==> config.mk <==
export PLATFORM = sky130hd
export DESIGN_NAME = traffic_ctrl_n_flat
export DESIGN_NICKNAME = d
export VERILOG_FILES = /design/src/rtl/traffic_ctrl_n_if.sv /design/src/rtl/traffic_ctrl_n.sv /design/src/flat_wrapper.sv
export SDC_FILE = /design/constraint.sdc
export NUM_CORES = 1
export LEC_CHECK = 0
export CAP_MARGIN = 25
export CORE_MARGIN = 2
export CORE_UTILIZATION = 25
export DETAILED_ROUTE_END_ITERATION = 10
export GPL_TIMING_DRIVEN = 1
export PLACE_DENSITY = 0.48
export SLEW_MARGIN = 20
export SYNTH_ARGS = -nofsm -noshare
export SYNTH_HDL_FRONTEND = slang
export SYNTH_SLANG_ARGS = --single-unit
==> constraint.sdc <==
create_clock -name clk -period 5.4 [get_ports clk]
set_clock_uncertainty 0.15 [all_clocks]
set_input_delay 0.81 -clock clk [delete_from_list [all_inputs] [get_ports clk]]
set_output_delay 0.81 -clock clk [all_outputs]
set_load 0.05 [all_outputs]
==> src/rtl/traffic_ctrl_n_if.sv <==
// Sensor/parade inputs and lamp/status outputs of the N-approach traffic controller.
// master: sensor/stimulus side; slave: controller side.
interface traffic_ctrl_n_if #(
    parameter int NUM_DIRS = 4
) ();
    localparam int DIR_W = $clog2(NUM_DIRS);

    logic                  p;
    logic                  r;
    logic [NUM_DIRS-1:0]   t;
    logic [2*NUM_DIRS-1:0] lights;
    logic [DIR_W-1:0]      cur_dir;
    logic                  parade;

    modport master (output p, r, t, input lights, cur_dir, parade);
    modport slave  (input p, r, t, output lights, cur_dir, parade);
endinterface

==> src/rtl/traffic_ctrl_n.sv <==
// N-approach round-robin traffic-light controller with parade mode.
// Define TLC_ALLRED_EN to insert an all-red clearance phase between yellow and the next green.
module traffic_ctrl_n #(
    parameter int NUM_DIRS      = 4,
    parameter int MIN_GREEN     = 5,
    parameter int YELLOW_CYCLES = 3,
    parameter int ALLRED_CYCLES = 2,
    parameter int PARADE_DIR    = 1
) (
    input  logic             clk,
    input  logic             reset,
    traffic_ctrl_n_if.slave  bus
);
    localparam int DIR_W = $clog2(NUM_DIRS);
    localparam int MAX_A = (MIN_GREEN > YELLOW_CYCLES) ? MIN_GREEN : YELLOW_CYCLES;
    localparam int MAX_C = (MAX_A > ALLRED_CYCLES) ? MAX_A : ALLRED_CYCLES;
    localparam int CNT_W = $clog2(MAX_C + 1);
    localparam logic [2*NUM_DIRS-1:0] RESET_LIGHTS = {{(NUM_DIRS-1){2'b10}}, 2'b00};

    typedef enum logic [1:0] {
        S_GREEN  = 2'd0,
        S_YELLOW = 2'd1
`ifdef TLC_ALLRED_EN
        ,S_ALLRED = 2'd2
`endif
    } state_e;

    state_e                state_q, state_d;
    logic [CNT_W-1:0]      cnt_q, cnt_d;
    logic [DIR_W-1:0]      cur_dir_q, cur_dir_d;
    logic [DIR_W-1:0]      next_dir_q, next_dir_d;
    logic                  parade_q, parade_d;
    logic [2*NUM_DIRS-1:0] lights_q, lights_d;

    logic                  found;
    logic [DIR_W-1:0]      rr_dir;
    logic [DIR_W-1:0]      cand;

    // Round-robin search starting after cur_dir; cur_dir itself is never a candidate.
    always_comb begin
        found  = 1'b0;
        rr_dir = cur_dir_q;
        cand   = cur_dir_q;
        for (int i = 1; i < NUM_DIRS; i++) begin
            if (int'(cur_dir_q) + i >= NUM_DIRS) cand = DIR_W'(int'(cur_dir_q) + i - NUM_DIRS);
            else                                  cand = DIR_W'(int'(cur_dir_q) + i);
            if (!found && bus.t[cand]) begin
                found  = 1'b1;
                rr_dir = cand;
            end
        end
    end

    always_comb begin
        state_d    = state_q;
        cnt_d      = cnt_q;
        cur_dir_d  = cur_dir_q;
        next_dir_d = next_dir_q;
        parade_d   = parade_q;
        lights_d   = {NUM_DIRS{2'b10}};

        if (bus.r)      parade_d = 1'b0;
        else if (bus.p) parade_d = 1'b1;

        case (state_q)
            S_GREEN: begin
                if (cnt_q != CNT_W'(MIN_GREEN - 1)) begin
                    cnt_d = cnt_q + CNT_W'(1);
                end else if (parade_q) begin
                    if (cur_dir_q != DIR_W'(PARADE_DIR)) begin
                        state_d    = S_YELLOW;
                        cnt_d      = '0;
                        next_dir_d = DIR_W'(PARADE_DIR);
                    end
                end else if (!bus.t[cur_dir_q] && found) begin
                    state_d    = S_YELLOW;
                    cnt_d      = '0;
                    next_dir_d = rr_dir;
                end
            end
            S_YELLOW: begin
                if (cnt_q == CNT_W'(YELLOW_CYCLES - 1)) begin
                    cnt_d = '0;
`ifdef TLC_ALLRED_EN
                    state_d = S_ALLRED;
`else
                    state_d   = S_GREEN;
                    cur_dir_d = next_dir_q;
`endif
                end else begin
                    cnt_d = cnt_q + CNT_W'(1);
                end
            end
`ifdef TLC_ALLRED_EN
            S_ALLRED: begin
                if (cnt_q == CNT_W'(ALLRED_CYCLES - 1)) begin
                    cnt_d     = '0;
                    state_d   = S_GREEN;
                    cur_dir_d = next_dir_q;
                end else begin
                    cnt_d = cnt_q + CNT_W'(1);
                end
            end
`endif
            default: begin
                state_d = S_GREEN;
                cnt_d   = '0;
            end
        endcase

        // Lamps are computed from the next state so they register together with it.
        for (int i = 0; i < NUM_DIRS; i++) begin
            if (cur_dir_d == DIR_W'(i)) begin
                if (state_d == S_GREEN)       lights_d[2*i +: 2] = 2'b00;
                else if (state_d == S_YELLOW) lights_d[2*i +: 2] = 2'b01;
            end
        end
    end

    always_ff @(posedge clk) begin
        if (reset) begin
            state_q    <= S_GREEN;
            cnt_q      <= '0;
            cur_dir_q  <= '0;
            next_dir_q <= '0;
            parade_q   <= 1'b0;
            lights_q   <= RESET_LIGHTS;
        end else begin
            state_q    <= state_d;
            cnt_q      <= cnt_d;
            cur_dir_q  <= cur_dir_d;
            next_dir_q <= next_dir_d;
            parade_q   <= parade_d;
            lights_q   <= lights_d;
        end
    end

    assign bus.lights  = lights_q;
    assign bus.cur_dir = cur_dir_q;
    assign bus.parade  = parade_q;
endmodule

==> src/flat_wrapper.sv <==
// flat-port wrapper written by rule: the top's interface ports become plain ports
module traffic_ctrl_n_flat 
#(
    parameter int NUM_DIRS      = 4,
    parameter int MIN_GREEN     = 5,
    parameter int YELLOW_CYCLES = 3,
    parameter int ALLRED_CYCLES = 2,
    parameter int PARADE_DIR    = 1
)
  (clk, reset, bus_p, bus_r, bus_t, bus_lights, bus_cur_dir, bus_parade);
  traffic_ctrl_n_if #(.NUM_DIRS(NUM_DIRS)) bus_i ();
  input  logic clk;
  input  logic reset;
  input wire logic [$bits(bus_i.p)-1:0] bus_p;
  input wire logic [$bits(bus_i.r)-1:0] bus_r;
  input wire logic [$bits(bus_i.t)-1:0] bus_t;
  output wire logic [$bits(bus_i.lights)-1:0] bus_lights;
  output wire logic [$bits(bus_i.cur_dir)-1:0] bus_cur_dir;
  output wire logic [$bits(bus_i.parade)-1:0] bus_parade;
  assign bus_i.p = bus_p;
  assign bus_i.r = bus_r;
  assign bus_i.t = bus_t;
  assign bus_lights = bus_i.lights;
  assign bus_cur_dir = bus_i.cur_dir;
  assign bus_parade = bus_i.parade;
  traffic_ctrl_n #(.NUM_DIRS(NUM_DIRS), .MIN_GREEN(MIN_GREEN), .YELLOW_CYCLES(YELLOW_CYCLES), .ALLRED_CYCLES(ALLRED_CYCLES), .PARADE_DIR(PARADE_DIR)) u_core (.clk(clk), .reset(reset), .bus(bus_i));
endmodule
==> metrics, run 1 <==
R2R Setup Slk 3.14 ns; Final Slew Violations 0; RR Startpoint u_core.bus.cur_dir[0]; LEAKAGE around 0.44 nW; later-pin clock latency in the skew report ~0.25 ns; CP max FO 14; Global Route Usage Sum about a tenth; Worst Hold Depth 2; Die H around 67 µm; DR vias a little under 800; gpl congestion around 0.8; HP Start u_core.next_dir_q[1]; flops & latches, synth 18; Core Region between 3000 and 4000 µm²; Power Dens Cells between 200 and 250 nW/µm²; Worst slew margin 61.58%; H-tree levels 1; Post-Layout Cell Count between 150 and 200; kind of critical path reg2out; largest net degree at the start of global routing 15; Core Util, Final between 30% and 40%; post-CTS sizing 0; Routed Antenna Nets 0; n_diodes 0; Final Hold Fails 0; maximum clock rate approximately 360 MHz; Seq/Total Area, Yosys between 30 and 40%; largest family of logic cells by synthesized area simple AND/OR/NAND/NOR gates; commonest cells after routing, fill and taps aside clkdlybuf4s50_1 (18), dfxtp_1 (18), nor2_1 (9), a21oi_1 (8), nand2_1 (6); NumNets Final 131; worst path arrival time 1.85 ns; Warnings, synthesis 0; Post-DP Area between 1000 and 1500 µm²; Routed wire per std cell ~12 µm; mux cell area share after synthesis under 10%; max-cap viol count 0; Synth Cell Area around 1000 µm²; Synth Area in Compound Gates approximately a fifth; Row Count 22; Simple-Gate Fraction of Synth Area 23.03%; Worst Path Buf+Inv 1; syn nets around 110; Num CTS Buffers 3; nature of the critical path endpoint output port; Post-Synth Adder-Cell Area about 5%; grt ovf 0; port bufs 18; peak supply drop between 90 and 100 µV; total negative slack 0 ns; RSZ-0062 raised after global routing no; Vias/cell between 4 and 5; drt first-iter violations 22; syn avg cell area between 9 and 10 µm²; CP max stage delay between 0.9 and 1 ns; Gate Count Post-Synth just over 100; Distinct cells, synth 37; status finished, final reports clean; hold crit path type reg2reg; CP required around 4.4 ns; Root Buffer clkbuf_8; crit-path leading delay family buffers and inverters; Worst Tran Pin Value 0.5755 ns; Design Area, Final 1239 µm²; hpwl dp around 1500 µm; post-synthesis xor/xnor area fraction less than 1%; dpl cells roughly 160; Clk pin slew, worst setup/hold paths about 0.070 ns; r2r endpoint u_core.next_dir_q[0]; CTS tree built; clock buffer depth 2; startpoint types register; Setup Fix Bufs, Post-CTS 0; Initial Utilization between 20% and 30%; worst reg-to-reg path cell count 5; synthesis-to-finish area growth 23.91%; Die ar. roughly 4500 µm²; Ports 19; crit path cell chain clkdlybuf4s50_1; period utilization a little over half; die width 67.24 µm; Period minus WS final between 2 and 3 ns; DRT Pass-1 Iters 4; Setup violations, final 0; vias in the first global route between 700 and 800; Hold Path End u_core.next_dir_q[1]; clk sinks 18; Hold Buf Count CTS 0; drt total wl between 2000 and 2500 µm; DRC viols 0; initial antenna violation count 0; slowest CP cell clkdlybuf4s50_1; share of cells above drive strength 1 around 11%; wire length of the first global-routing pass roughly 3400 µm
per-stage QoR:
stage / power (mW) / hold WS [ns] / setup WS (ns)
6_report: 0.2702 / 0.3117 / 2.589
4_1_cts: 0.2754 / 0.3158 / 2.582
5_1_grt: 0.2822 / 0.3494 / 2.508
3_3_place_gp: 0.1651 / 0.3058 / 2.523
3_5_place_dp: 0.1653 / 0.3063 / 2.481
2_1_floorplan: 0.1563 / 0.2844 / 3.091
cell type report:
class | instances | area (µm²)
fillers | 408 | 2505
multi-input cells | 74 | 568.0
flip-flops and latches | 18 | 360.3
repair buffers | 18 | 180.2
well taps | 48 | 60.06
clock buffers | 4 | 55.05
inverters | 4 | 15.01
registers in the layout (all words and copies together) (netlist names):
signal and flops:
u_core.bus.parade 1, u_core.cnt_q 3, u_core.next_dir_q 2, u_core.state_q 2, u_core.bus.cur_dir 2, u_core.bus.lights 8
metal layers:
metal,global-route usage [%],share of wire [%]
met2,16.46,49
met5,0,0
met4,4.592,2.2
met1,12.64,46
met3,2.667,3.3
worst max-delay path by stage:
stage               slack, ns                  start              endpoint  cells past startpoint
floorplan                3.09               bus_t[2]  u_core.next_dir_q[0]                      6
global placement         2.52               bus_t[2]  u_core.next_dir_q[0]                      6
detailed placement       2.48               bus_t[2]  u_core.next_dir_q[0]                      6
CTS                      2.58  u_core.bus.cur_dir[0]        bus_cur_dir[0]                      1
global route             2.51  u_core.bus.cur_dir[0]        bus_cur_dir[0]                      1
finish                   2.59  u_core.bus.cur_dir[0]        bus_cur_dir[0]                      1
Yosys cell counts:
master / number / area, µm²
a21oi_1: 8 / 40.04
o221ai_1: 2 / 17.52
nor3b_4: 1 / 18.77
a31oi_1: 2 / 12.51
nand2b_1: 2 / 12.51
and2b_2: 1 / 8.760
a22oi_1: 1 / 7.510
or3_1: 1 / 6.260
xor2_1: 1 / 8.760
buf_6: 5 / 56.30
nor3_1: 3 / 15.01
o211ai_4: 1 / 21.27
or2b_1: 1 / 7.510
inv_1: 4 / 15.01
mux2_2: 2 / 22.52
nor2_1: 9 / 33.78
dfxtp_1: 18 / 360.4
nor4_1: 1 / 6.260
and4bb_2: 1 / 12.51
nor2b_1: 3 / 18.77
o21ai_1: 1 / 5.000
o21ai_0: 3 / 15.01
mux2i_1: 5 / 50.05
nand3b_1: 2 / 15.01
nand3_1: 2 / 10.01
o211ai_1: 1 / 7.510
o221a_1: 1 / 11.26
nand4_1: 1 / 6.260
o31ai_1: 1 / 7.510
and3_1: 2 / 12.51
nor4b_4: 1 / 23.77
o311a_4: 1 / 21.27
conb_1: 1 / 3.750
nand2_1: 6 / 22.52
a2111oi_4: 1 / 27.53
a32oi_1: 1 / 8.760
ha_1: 4 / 50.05
worst register-to-register path: cells and delay by family (launching register included):
family           cells  cell delay, ns
AND/OR/NAND/NOR      1            0.12
AO/OA/AOI/OAI        3            0.78
multiplexers         1            0.43
flip-flops           1            0.69
cell families after synthesis:
logic type,Yosys count
buf+inv,9
compound gates,24
fa+ha+maj,4
simple gates,37
other cells,1
xor+xnor,1
flops,18
mux,7
power breakdown:
part	total [mW]	leakage (nW)	switching [mW]	internal (mW)
clock	0.108	0.0288	0.0433	0.0647
sequential	0.136	0.146	0.00185	0.134
combinational	0.0261	0.263	0.0149	0.0112
total	0.270	0.438	0.0601	0.210
Power figures use the tool's default switching activity.
==> run 2: changes to the inputs <==
- clock period: 5.4 -> 2.7 ns (I/O delays scaled with it)
==> run 2 against run 1 <==
Sequential power increased by 100%. Final area increased by 2.4%. Total power increased by 100%. Flip-flop and latch count unchanged. Global-route usage increased by 0.44 points. Sequential share of layout area decreased by 0.69 points. Final cell count increased by 2.4%. Via count increased by 0.63%. Core utilization increased by 0.80 points. Count of clock-buffer cells in the layout unchanged. First-iteration DRC count increased by 59%. Worst setup slack got worse by 2.0 ns.
==> metrics, run 2 (synthesis results as in run 1) <==
Multi-input gate area 568.0 µm²; Critical Path Stages 6; CP max stage delay around 0.57 ns; Initial Utilization around a quarter; CP Launch Point bus_t[0]; RR Startpoint u_core.bus.cur_dir[0]; wire length of the first global-routing pass ~3700 µm; pre-CTS WS 0.2796 ns; Setup Fix Bufs, Post-CTS 0; Die ar. 4521 µm²; synthesis-to-finish area growth 26.91%; crit path cell chain clkdlybuf4s50_1 -> and2b_2 -> a2111oi_4 -> o21ai_1 -> a32oi_1 -> nor2_1; commonest cells after routing, fill and taps aside clkdlybuf4s50_1 (18), dfxtp_1 (18), nor2_1 (9), a21oi_1 (8), nand2_1 (6); met1 Use GR around 14%; Root Buffer clkbuf_8; Die H just under 70 µm; Worst Tran Pin Value between 0.5 and 0.6 ns; largest net degree at the start of global routing 13; nature of the critical path endpoint register; Global Route Usage Sum roughly a tenth; Core Region 3744 µm²; drt total wl around 2100 µm; grt ovf 0; vias in the first global route roughly 740; max reg flops 8; Clk pin slew, worst setup/hold paths 0.07 ns; DR vias 794; max-cap viol count 0; slowest CP cell clkdlybuf4s50_1; LEAKAGE 0.4581 nW; Num CTS Buffers 3; Routed wire per std cell 12.33 µm; hold crit path type reg2reg; share of cells above drive strength 1 13.93%; r2r endpoint u_core.cnt_q[2]; Final WS setup 0.5402 ns; R2R Setup Slk 0.71 ns; met2 Resource Use GR between 10% and 20%; Worst Path Buf+Inv 1; Row Count 22; Setup violations, final 0; n_diodes 0; total negative slack 0 ns; die width 67.24 µm; clock buffer depth 2; maximum clock rate roughly 460 MHz; Ports 19; hpwl dp between 1500 and 2000 µm; clk sinks 18; NumNets Final ~140; CP required approximately 2.7 ns; CTS tree built; startpoint types primary input; drt first-iter violations 35; H-tree levels 1; port bufs 18; worst path arrival time approximately 2.1 ns; DRT Pass-1 Iters 4; global-route met3 utilization roughly 2%; gpl congestion 0.7552; kind of critical path in2reg; Period minus WS final approximately 2.2 ns; Core Util, Final 33.89%; RSZ-0062 raised after global routing no; worst reg-to-reg path cell count 6; peak supply drop ~220 µV; HP Start u_core.next_dir_q[1]; most used routing layer met2; DRC viols 0; CP max FO 8; later-pin clock latency in the skew report around 0.25 ns; period utilization around four fifths; Layout fillers between 400 and 500; register area between 300 and 400 µm²; initial antenna violation count 0; critical path endpoint u_core.cnt_q[2]; crit-path leading delay family compound AO/OA/AOI/OAI gates; Worst slew margin roughly 66%; Final Slew Violations 0; Final Hold Fails 0; post-CTS sizing 0; Power Dens Cells roughly 430 nW/µm²; Hold Buf Count CTS 0; status finished, final reports clean; Routed Antenna Nets 0; Vias/cell ~4.7
## run 2: report_power, final
part	total, mW	internal (mW)	leakage [nW]	switching (mW)
combinational	0.0543	0.0243	0.283	0.0300
clock	0.221	0.130	0.0288	0.0912
sequential	0.272	0.268	0.146	0.00366
total	0.547	0.422	0.458	0.125
## run 2: worst min path at each step
stage | depth (start not counted) | end | slack, ns
after floorplan | 2 | u_core.next_dir_q[1] | 0.28
after global placement | 2 | u_core.next_dir_q[1] | 0.30
after detailed placement | 2 | u_core.next_dir_q[1] | 0.31
after CTS | 2 | u_core.next_dir_q[1] | 0.32
after global routing | 2 | u_core.next_dir_q[1] | 0.36
final | 2 | u_core.next_dir_q[1] | 0.32
## run 2: layer usage
layer,vias up,wire [µm]
li1,407,-
met4,0,0
met5,-,0
met3,0,51
met2,12,1036
met1,375,1007
## run 2: final cells by class
cell class / count / share of cell area (%)
well taps: 48 / 4.734
inverters: 4 / 1.183
clock buffers: 4 / 4.339
flip-flops and latches: 18 / 28.40
multi-input cells: 74 / 44.77
repair buffers: 22 / 16.57
## run 2: worst register-to-register path, stage by stage, from the launching register on
cell       delay [ns]
dfxtp_1          0.38
buf_4            0.22
and2b_2          0.26
a2111oi_4        0.36
o21ai_1          0.20
a32oi_1          0.24
nor2_1           0.05
## run 2: per-stage QoR
step | std cells | power (mW) | hold WS, ns | cell area [µm²]
2_1_floorplan | 101 | 0.3127 | 0.2844 | 999.7
3_3_place_gp | 166 | 0.3321 | 0.3016 | 1214
3_5_place_dp | 166 | 0.3324 | 0.3136 | 1214
4_1_cts | 170 | 0.5550 | 0.3239 | 1269
5_1_grt | 170 | 0.5778 | 0.3619 | 1269
6_report | 170 | 0.5472 | 0.3152 | 1269
